**config.mk**
```make
export PLATFORM = sky130hd
export DESIGN_NAME = pe_array_ctrl
export DESIGN_NICKNAME = d
export VERILOG_FILES = /design/src/rtl/pe_ctrl_pkg.sv /design/src/rtl/pe_valid_pipe.sv /design/src/rtl/pe_array_ctrl.sv
export SDC_FILE = /design/constraint.sdc
export NUM_CORES = 1
export LEC_CHECK = 0
export ABC_AREA = 1
export ABC_CLOCK_PERIOD_IN_PS = 1590
export BUFFER_PORTS_ARGS = -buffer_cell sky130_fd_sc_hd__buf_2
export CORE_MARGIN = 3
export CORE_UTILIZATION = 29
export DETAILED_ROUTE_END_ITERATION = 12
export MAX_ROUTING_LAYER = met4
export PLACE_DENSITY = 0.49
export SLEW_MARGIN = 40
export SYNTH_ARGS = -nofsm -noshare
export SYNTH_HDL_FRONTEND = slang
export SYNTH_HIERARCHICAL = 1
export SYNTH_SLANG_ARGS = --single-unit
```
**constraint.sdc**
```tcl
create_clock -name clk -period 1.59 [get_ports clk]
set_input_delay 0.318 -clock clk [delete_from_list [all_inputs] [get_ports clk]]
set_output_delay 0.318 -clock clk [all_outputs]
set_load 0.03 [all_outputs]
```
**src/rtl/pe_ctrl_pkg.sv**
```systemverilog
// Shared types and defaults for the PE array sequencer.
package pe_ctrl_pkg;
  localparam int DEF_PIPE_LAT = 4;
  localparam int DEF_ROW_BITS = 8;
  localparam int FID_W        = 4;

  typedef enum logic [2:0] {IDLE, WLOAD, WLATCH, STREAM, DRAIN, FIN} state_t;
endpackage

```
**src/rtl/pe_valid_pipe.sv**
```systemverilog
// Depth-N valid shift register; pend flags bits that will still be in flight next cycle.
module pe_valid_pipe #(
  parameter int DEPTH = 5
) (
  input  logic             clk,
  input  logic             rst,
  input  logic             vld_in,
  output logic [DEPTH-1:0] vld_pipe,
  output logic             pend
);
  always_ff @(posedge clk) begin
    if (rst) vld_pipe <= '0;
    else     vld_pipe <= {vld_pipe[DEPTH-2:0], vld_in};
  end

  // The top stage leaves the pipe this cycle, so it does not count as pending.
  assign pend = |vld_pipe[DEPTH-2:0];
endmodule

```
**src/rtl/pe_array_ctrl.sv**
```systemverilog
// Layer-pass sequencer for the 3x8 PE array: filter load, row streaming, psum write tracking.
module pe_array_ctrl
  import pe_ctrl_pkg::*;
#(
  parameter int PIPE_LAT = DEF_PIPE_LAT,
  parameter int ROW_BITS = DEF_ROW_BITS,
  parameter int MAX_ROWS = 255
) (
  input  logic                clk,
  input  logic                rst,
  input  logic                start,
  input  logic [ROW_BITS-1:0] cfg_rows,
  input  logic [FID_W-1:0]    cfg_filt_id,
  input  logic                hold,
  output logic                wt_rd_en,
  output logic [FID_W-1:0]    wt_rd_addr,
  output logic                filt_load,
  output logic                ifmap_rd_en,
  output logic [ROW_BITS-1:0] ifmap_rd_row,
  output logic                arr_valid,
  output logic                psum_wr_en,
  output logic [ROW_BITS-1:0] psum_wr_row,
  output logic                busy,
  output logic                done
);
  localparam int RW1 = ROW_BITS + 1;
  localparam logic [ROW_BITS-1:0] MAX_R = ROW_BITS'(MAX_ROWS);
  localparam logic [ROW_BITS-1:0] ONE   = ROW_BITS'(1);

  state_t              state;
  logic [ROW_BITS-1:0] rows, issue_cnt, wr_cnt, cap_rows;
  logic [PIPE_LAT:0]   vld_pipe;
  logic                pend;
  logic [RW1-1:0]      wr_next;

  // Row issue reacts to hold in the same cycle, so it is decoded rather than registered.
  assign ifmap_rd_en  = (state == STREAM) && !hold;
  assign ifmap_rd_row = issue_cnt;
  assign arr_valid    = vld_pipe[0];
  assign psum_wr_en   = vld_pipe[PIPE_LAT];
  assign psum_wr_row  = wr_cnt;
  assign wr_next      = {1'b0, wr_cnt} + RW1'(psum_wr_en);
  assign cap_rows     = (cfg_rows > MAX_R) ? MAX_R : cfg_rows;

  pe_valid_pipe #(.DEPTH(PIPE_LAT + 1)) u_vld (
    .clk      (clk),
    .rst      (rst),
    .vld_in   (ifmap_rd_en),
    .vld_pipe (vld_pipe),
    .pend     (pend)
  );

  always_ff @(posedge clk) begin
    if (rst) begin
      state      <= IDLE;
      rows       <= '0;
      issue_cnt  <= '0;
      wr_cnt     <= '0;
      wt_rd_addr <= '0;
      wt_rd_en   <= 1'b0;
      filt_load  <= 1'b0;
      busy       <= 1'b0;
      done       <= 1'b0;
    end else begin
      wt_rd_en  <= 1'b0;
      filt_load <= 1'b0;
      done      <= 1'b0;
      if (psum_wr_en) wr_cnt <= wr_cnt + ONE;
      unique case (state)
        IDLE: if (start) begin
          rows       <= cap_rows;
          wt_rd_addr <= cfg_filt_id;
          wr_cnt     <= '0;
          wt_rd_en   <= 1'b1;
          busy       <= 1'b1;
          state      <= WLOAD;
        end
        WLOAD: begin
          filt_load <= 1'b1;
          state     <= WLATCH;
        end
        WLATCH: begin
          issue_cnt <= '0;
          if (rows == '0) begin
            done  <= 1'b1;
            state <= FIN;
          end else begin
            state <= STREAM;
          end
        end
        STREAM: if (!hold) begin
          issue_cnt <= issue_cnt + ONE;
          if (issue_cnt == rows - ONE) state <= DRAIN;
        end
        // Look one cycle ahead so done lands right after the final write.
        DRAIN: if (!pend && wr_next == {1'b0, rows}) begin
          done  <= 1'b1;
          state <= FIN;
        end
        FIN: begin
          busy  <= 1'b0;
          state <= IDLE;
        end
        default: state <= IDLE;
      endcase
    end
  end
endmodule

```
==> impl_metrics.yaml, run 1 <==
placement:
  numPortBuffers: 42
  place.gp.congestion: 0.831
  hpwl_mm: 4.24
sta:
  setup_viol: 4
  max_freq_ghz: 0.597
  worst_slack_ns: -0.0838
  slew_headroom: 0.771
  period_needed_ns: 1.67
  skew_ns: 0.00680
  hold_viol_final: 0
  period_share: 1.05
  whs_ns: 0.203
  tightestPinTransition_ns: 0.342
  rsz0062_at_grt: "yes"
  final.setup.tns_ns: -0.247
  finalMaxSlewViolations: 0
synth:
  synthArstFlopShare: 0
  synth_enable_flop_cells: 0
  yosysUniqueCellTypes: 29
  syn-num-nets: 344
  synthCells: 323
  synth_top_flop_cell: "dfxtp_1"
  synth.avg_cell_area_um2: 6.75
  synth_warnings: 6
  synth.area.top_cells: "dfxtp_1 37%, nand2_1 17%, inv_1 6.9%"
  yosysSeqAreaShare: 0.367
  yosys.area.top_type: "dfxtp_1"
  synth_seq_cells: 40
  yosys-top-cells-count: "98 x nand2_1, 40 x dfxtp_1, 40 x inv_1"
  yosysMostFrequentCell: "nand2_1"
  synthesis.area_mm2: 0.00218
  netlist.area_leader.share: 0.367
power:
  leakage_nw: 1.34
  peakVddDrop_mv: 0.488
  p_per_area_mw_per_mm2: 1220
run:
  cap_violations: 0
critical_path:
  crit_chain: "ha_4 -> ha_4 -> a21oi_2 -> nand2_1 -> nor2_1 -> nand2_1 -> nor2_4 -> nand3_2 -> nand2_4 -> nand3_2 -> nand2_2 -> nand2_1 -> nor2_1"
  critPathArrivalTime_ns: 1.91
  r2r_start: "u_vld/vld_pipe[4]"
  cp.required_ns: 1.82
  slowest_delay_ns: 0.36
  critPathLaunch: "u_vld/vld_pipe[4]"
  cp-start-kind: "register"
  critPathBufInv: 0
  critPathKind: "register to register"
  crit_path_max_fanout: 4
  cpMaxStageDelayCell: "dfxtp_4"
  crit_path_frequent_cell: "nand2_1"
  end_kind: "register"
  critPathTopFamily: "simple AND/OR/NAND/NOR gates"
floorplan:
  io_pins: 43
  die_h_um: 92.7
  die_w_um: 92.7
  die-area_mm2: 0.00859
  core-area_mm2: 0.00702
  num_rows: 30
  initial_core_util: 0.311
finish:
  syn_to_final_growth_pct: 28.4
  fillerInstances: 777
  diodes: 0
  drive_above_1_share: 0.281
  nNetsFinal: 408
  postLayoutCoreUtil: 0.399
grt:
  grt_use_met1: 0.184
  grt_pass1_vias: 1896
  grt_first_pass_wirelength_mm: 9.09
  use_met2: 0.208
  top_usage_layer: "met2"
  grtUsageTotal: 0.137
  antenna_found_initial: 0
  grt_use_met3: 0.0268
  grt_overflow_total: 0
  grt_max_degree: 17
detailed_routing:
  dr.pass1.iters: 4
  drc: 0
  post_drt_wl_per_cell_um: 11.2
  avgViaCountPerCell: 4.37
  first_iter_violations: 64
  wirelength_mm: 5.44
  final_antenna_net_count: 0
  route.vias.total: 2115
cts:
  cts_tree: "yes"
  clock_latency_ns: 0.30
  cts_buffer_depth: 2
  cts_hold_buf: 0
  clock_sinks: 40
  root_buffer: "clkbuf_8"
  cts_buffers: 5
  clkTransAtPathRegs_ns: 0.08
  htreeDepth: 2
outcome:
  status: "finished, violations left"
  violations: "negative setup slack"
worst_hold_path:
  hp-class: "primary input to register"
  hold_start: "cfg_filt_id[2]"
kinds of logic after synthesis:
group                    after synthesis  share of synthesized area
buffers and inverters                 49                     0.0873
XOR/XNOR                              11                     0.0442
AND/OR/NAND/NOR                      184                      0.387
flip-flops                            40                      0.367
adder cells (fa/ha/maj)                5                     0.0287
multiplexers                           1                    0.00459
AO/OA/AOI/OAI                         33                     0.0804
metrics by stage:
step	total power [W]	instances	cell area (µm²)	setup slack [ns]
after global placement	0.00272	475	2690	-0.0606
after detailed placement	0.00272	475	2690	-0.0909
after global routing	0.00370	484	2800	-0.266
final	0.00341	484	2800	-0.0838
after CTS	0.00342	483	2770	-0.106
after floorplan	0.00228	323	2230	-0.0440
tightest hold or removal path, stage by stage:
cell and delay, ns:
buf_2 0.07, nand2_1 0.04, nand2_1 0.04
placed cells by master (no fill, tap or decap), types with 4 or more instances in the layout:
cell type,synthesis,routed
dfxtp_2,0,8
nand3_1,22,22
nand2_1,98,95
nand2_2,3,5
clkbuf_8,0,5
buf_2,2,41
o21ai_1,3,4
xnor2_1,5,5
buf_4,1,19
nand4_1,4,4
nor2_1,37,36
dfxtp_1,40,30
inv_2,5,6
inv_1,40,39
a21oi_1,14,13
nor2_4,5,7
nor2_2,5,4
o21ai_0,12,11
xor2_1,6,6
metal layers:
metal  up-vias  wire length (µm)
met2        48              2360
met4         0                63
met5         -                 0
met3         8               219
met1       920              2800
li1       1139                 -
state kept, by name, indices dropped and copies added, names as in the netlist:
| register | flops |
|---|---|
| ifmap_rd_row | 8 |
| psum_wr_row | 8 |
| rows | 8 |
| u_vld/vld_pipe | 5 |
| wt_rd_addr | 4 |
| state | 3 |
| busy | 1 |
| done | 1 |
| filt_load | 1 |
| wt_rd_en | 1 |
final timing paths:
| kind | to | slack, ns | cells past startpoint |
|---|---|---|---|
| worst min register to register | u_vld/vld_pipe[3] | 0.42 | 2 |
| worst max register to register | state[0] | -0.08 | 13 |
| worst min-delay path | wt_rd_addr[2] | 0.20 | 3 |
| worst max-delay path | state[0] | -0.08 | 13 |
area by class of cell:
type	instances	area (µm²)	area share
clock inverter	1	5.00	0.00179
timing repair buffer	61	368	0.131
multi-input combinational	234	1240	0.444
sequential	40	818	0.292
inverter	45	169	0.0603
clock buffer	7	76.3	0.0273
tap	96	120	0.0429
power breakdown:
part | internal, W | leakage, nW | switching [W] | total (W)
Sequential | 0.00114 | 0.330 | 0.000136 | 0.00127
Combinational | 0.000574 | 0.969 | 0.000888 | 0.00146
Clock | 0.000309 | 0.0422 | 0.000366 | 0.000675
Total | 0.00202 | 1.34 | 0.00139 | 0.00341
what timing repair did:
item                       4_1_cts  5_1_grt
cloned                           0        0
pin swaps                        2        1
setup endpoints to repair        5        8
setup buffers                    0        1
gates resized for setup          3        8
(Power assumes the default switching activity.)
==> run 2: changes to the inputs <==
Settings changed: GPL_TIMING_DRIVEN set to 0.
==> run 2 against run 1 <==
  * Die area unchanged
  * Core utilization decreased by 1.0 points
  * The flow still finishes with violations (negative setup slack)
  * Clock power increased by 4.3%
  * Sequential cell count unchanged
  * Final cell count decreased by 2.1%
  * Sequential share of layout area increased by 0.66 points
  * Critical path depth decreased by 1
  * Maximum frequency decreased by 2.0%
  * Clock skew decreased by 0.0033 ns
  * Via count decreased by 2.7%
  * Critical path type unchanged
  * Clock-buffer cell count decreased by 1
==> impl_metrics.yaml, run 2 (synthesis gave the netlist of run 1 again) <==
cts:
  cts_buffer_depth: 2
  clkTransAtPathRegs_ns: 0.08
  cts_hold_buf: 0
  root_buffer: "clkbuf_8"
  clock_latency_ns: 0.29
  htreeDepth: 2
  clock_sinks: 40
  cts_buffers: 5
  cts_tree: "yes"
sta:
  final.setup.tns_ns: -0.951
  slew_headroom: 0.761
  whs_ns: 0.211
  skew_ns: 0.00352
  finalMaxSlewViolations: 0
  period_share: 1.07
  period_needed_ns: 1.71
  setup_viol: 19
  worst_slack_ns: -0.117
  hold_viol_final: 0
  tightestPinTransition_ns: 0.357
  max_freq_ghz: 0.586
  rsz0062_at_grt: "yes"
detailed_routing:
  drc: 0
  avgViaCountPerCell: 4.34
  route.vias.total: 2058
  post_drt_wl_per_cell_um: 11.3
  first_iter_violations: 71
  final_antenna_net_count: 0
  dr.pass1.iters: 4
  wirelength_mm: 5.37
critical_path:
  critPathArrivalTime_ns: 1.89
  crit_path_max_fanout: 4
  end_kind: "register"
  critPathKind: "register to register"
  cp.required_ns: 1.77
  cp-start-kind: "register"
power:
  clkPwrFrac: 0.209
  comb_power_share: 0.413
  peakVddDrop_mv: 0.492
  p_per_area_mw_per_mm2: 1240
  internal-power_w: 0.00198
  leakage_nw: 1.30
  switching_share: 0.412
  power_frac_seq: 0.378
  p_switching_w: 0.00139
floorplan:
  io_pins: 43
  die_w_um: 92.7
  core-area_mm2: 0.00702
  num_rows: 30
  initial_core_util: 0.311
  die_h_um: 92.7
  die-area_mm2: 0.00859
finish:
  diodes: 0
  syn_to_final_growth_pct: 25.2
  nNetsFinal: 398
  drive_above_1_share: 0.265
  postLayoutCoreUtil: 0.389
  final_common_cell: "nand2_1"
  final_cell_mix: "95 x nand2_1, 44 x buf_2, 38 x inv_1, 37 x nor2_1, 32 x dfxtp_1"
  final_cell_area_mm2: 0.00273
placement:
  hpwl_mm: 4.14
  place.gp.congestion: 0.845
  placed_cell_area_mm2: 0.00256
  dp_worst_setup_slack_ns: -0.412
  numPortBuffers: 42
grt:
  grtUsageTotal: 0.140
  antenna_found_initial: 0
  grt_pass1_vias: 2012
  grt_max_degree: 16
  grt_overflow_total: 0
  grt_first_pass_wirelength_mm: 9.37
run:
  cap_violations: 0
worst_hold_path:
  hp-class: "primary input to register"
outcome:
  violations: "negative setup slack"
  status: "finished, violations left"
run 2: final cells by class:
type,instances,area [µm²]
Buffer,3,17.5
Clock buffer,6,82.6
Clock inverter,2,10.0
Fill cell,774,4290
Inverter,45,171
Multi-Input combinational cell,234,1260
Sequential cell,40,816
Tap cell,96,120
Timing Repair Buffer,48,255
run 2: worst paths after layout:
| kind | startpoint | end | slack [ns] | cells past startpoint |
|---|---|---|---|---|
| setup reg to reg | u_vld/vld_pipe[4] | state[1] | -0.12 | 12 |
| hold reg to reg | u_vld/vld_pipe[3] | u_vld/vld_pipe[4] | 0.42 | 2 |
| setup / recovery | u_vld/vld_pipe[4] | state[1] | -0.12 | 12 |
| hold / removal | cfg_filt_id[0] | wt_rd_addr[0] | 0.21 | 3 |
run 2: routing by layer:
| layer | track usage | vias to the layer above | routed length [µm] |
|---|---|---|---|
| met5 | - | - | 0 |
| met4 | 0.0476 | 0 | 84 |
| met3 | 0.0284 | 7 | 224 |
| met2 | 0.222 | 39 | 2360 |
| met1 | 0.179 | 888 | 2700 |
| li1 | - | 1124 | - |
run 2: repair_timing:
action | CTS | global route
gates resized for setup | 9 | 3
endpoints found under the setup margin | 23 | 26
pin swaps | 2 | 4
hold endpoints to repair | 0 | 0
buffers inserted | 6 | 0
run 2: power groups by stage:
stage / clock (W) / sequential, W / combinational, W
finish: 0.000704 / 0.00128 / 0.00139
global placement: 0 / 0.00128 / 0.00130
floorplan: 0 / 0.00138 / 0.000904
detailed placement: 0 / 0.00128 / 0.00131
CTS: 0.000734 / 0.00127 / 0.00138
global route: 0.000783 / 0.00130 / 0.00162
run 2: worst max-delay path, stage by stage, from the launching register on:
cell and delay, ns:
dfxtp_4 0.36, ha_4 0.16, ha_4 0.21, a21oi_2 0.10
nand2_1 0.05, nor2_1 0.10, nand2_1 0.09, nor2_4 0.11
nand3_2 0.09, nand2_4 0.09, nand4_1 0.11, nand2_1 0.09
nor2_2 0.03
run 2: metrics by stage:
step	cells	power, W
2_1_floorplan	323	0.00228
3_3_place_gp	461	0.00258
3_5_place_dp	461	0.00259
4_1_cts	474	0.00339
5_1_grt	474	0.00370
6_report	474	0.00338
==> run 3: changes to the inputs <==
Settings changed: ABC_CLOCK_PERIOD_IN_PS 1590 to 1900, PLACE_DENSITY 0.49 to 0.58.
Clock period 1.59 ns to 1.9 ns, I/O delays scaled along.
==> run 3 against run 2 <==
  * The flow now finishes without violations
  * Clock skew hardly changed
  * Critical path type is now register to primary output
  * Wire length stayed put
  * Critical path depth is 8 lower
  * Largest power group unchanged
  * Critical endpoint is now ifmap_rd_en
  * Clock-buffer cell count stayed put
  * Global-route usage is 0.79 points lower
==> impl_metrics.yaml, run 3 (synthesis gave the netlist of run 1 again) <==
critical_path:
  critPathBufInv: 2
  r2r_start: "u_vld/vld_pipe[4]"
  end_kind: "primary output"
  cp.required_ns: 1.52
  slowest_delay_ns: 0.38
  critPathTopFamily: "flip-flops"
  cp-start-kind: "register"
  critPathKind: "register to primary output"
  crit_chain: "inv_2 -> nand3_2 -> nor2_2 -> buf_2"
  cpMaxStageDelayCell: "dfxtp_1"
  crit_path_max_fanout: 6
  critPathArrivalTime_ns: 1.38
  critPathLaunch: "state[2]"
finish:
  nNetsFinal: 396
  fillerInstances: 761
  drive_above_1_share: 0.242
  syn_to_final_growth_pct: 24.7
  final_common_cell: "nand2_1"
  final_cell_mix: "96 x nand2_1, 44 x buf_2, 38 x inv_1, 37 x dfxtp_1, 36 x nor2_1"
  final_cell_area_mm2: 0.00272
  postLayoutCoreUtil: 0.387
  diodes: 0
worst_hold_path:
  hold_start: "cfg_filt_id[2]"
  hp-class: "primary input to register"
outcome:
  status: "completed"
floorplan:
  die_w_um: 92.7
  initial_core_util: 0.311
  num_rows: 30
  core-area_mm2: 0.00702
  io_pins: 43
  die_h_um: 92.7
  die-area_mm2: 0.00859
detailed_routing:
  drc: 0
  first_iter_violations: 101
  wirelength_mm: 5.37
  final_antenna_net_count: 0
  route.vias.total: 2118
  avgViaCountPerCell: 4.49
  post_drt_wl_per_cell_um: 11.4
  dr.pass1.iters: 4
cts:
  cts_buffer_depth: 2
  clock_sinks: 40
  cts_tree: "yes"
  clock_latency_ns: 0.29
  root_buffer: "clkbuf_8"
  cts_buffers: 5
  htreeDepth: 2
  cts_hold_buf: 0
  clkTransAtPathRegs_ns: 0.08
sta:
  tightestPinTransition_ns: 0.496
  setup_viol: 0
  hold_viol_final: 0
  worst_slack_ns: 0.135
  whs_ns: 0.271
  max_freq_ghz: 0.567
  rsz0062_at_grt: "yes"
  slew_headroom: 0.669
  finalMaxSlewViolations: 0
  period_needed_ns: 1.76
  period_share: 0.929
  skew_ns: 0.00328
power:
  power_w: 0.00290
  peakVddDrop_mv: 0.334
  p_per_area_mw_per_mm2: 1070
  leakage_nw: 1.29
grt:
  grt_max_degree: 13
  grt_pass1_vias: 1930
  grt_first_pass_wirelength_mm: 8.85
  antenna_found_initial: 0
  grt_overflow_total: 0
  grtUsageTotal: 0.132
placement:
  numPortBuffers: 42
  placed_cell_area_mm2: 0.00251
  dp_worst_setup_slack_ns: -0.107
  hpwl_mm: 4.06
  place.gp.congestion: 0.886
run:
  cap_violations: 0
-- run 3: changes by cell type in the layout (fill, tap and decap cells not counted), sizes merged --
cell / change
buf: -3
bufinv: +1
clkbuf: +1
clkinv: -1
-- run 3: path summary, 6_finish.rpt --
kind         depth (start not counted)  slack (ns)                 to
min                                  3        0.27      wt_rd_addr[2]
max                                  4        0.14        ifmap_rd_en
min reg2reg                          2        0.42  u_vld/vld_pipe[4]
max reg2reg                         12        0.14           state[1]
-- run 3: layer usage --
layer  vias to the layer above  routed length, µm  part of all wire  GRT usage
met2                        34               2350              0.44      0.196
met1                       955               2760              0.51      0.176
met3                         8                175             0.033     0.0292
met5                         -                  0                 0          -
met4                         0                 82             0.015     0.0501
li1                       1121                  -                 -          -
-- run 3: layout make-up --
type	instances	area (µm²)	area share
Multi-Input combinational cell	234	1250	0.462
Sequential cell	40	810	0.298
Buffer	4	21.3	0.00783
Inverter	45	171	0.0631
Clock inverter	2	35.0	0.0129
Tap cell	96	120	0.0442
Clock buffer	6	72.6	0.0267
Timing Repair Buffer	45	233	0.0856
-- run 3: per-stage QoR --
| step | TNS, ns | cells |
|---|---|---|
| after global routing | -0.0450 | 472 |
| after CTS | 0 | 470 |
| after floorplan | 0 | 323 |
| after detailed placement | -0.844 | 461 |
| after global placement | -0.905 | 461 |
| final | 0 | 472 |
-- run 3: tightest hold or removal path: cells and delay by family --
kind | cells | cell delay (ns)
simple gates | 2 | 0.08
buf+inv | 1 | 0.08
-- run 3: repair_timing --
action / CTS / global route
pin swaps: 2 / 2
gates resized for setup: 2 / 16
setup endpoints to repair: 2 / 3
buffers inserted: 1 / 2
-- run 3: report_power, final --
part	switching (W)	total, W	internal, W
Clock	0.000306	0.000696	0.000390
Combinational	0.000748	0.00115	0.000399
Sequential	0.000113	0.00106	0.000948
Total	0.00117	0.00290	0.00174
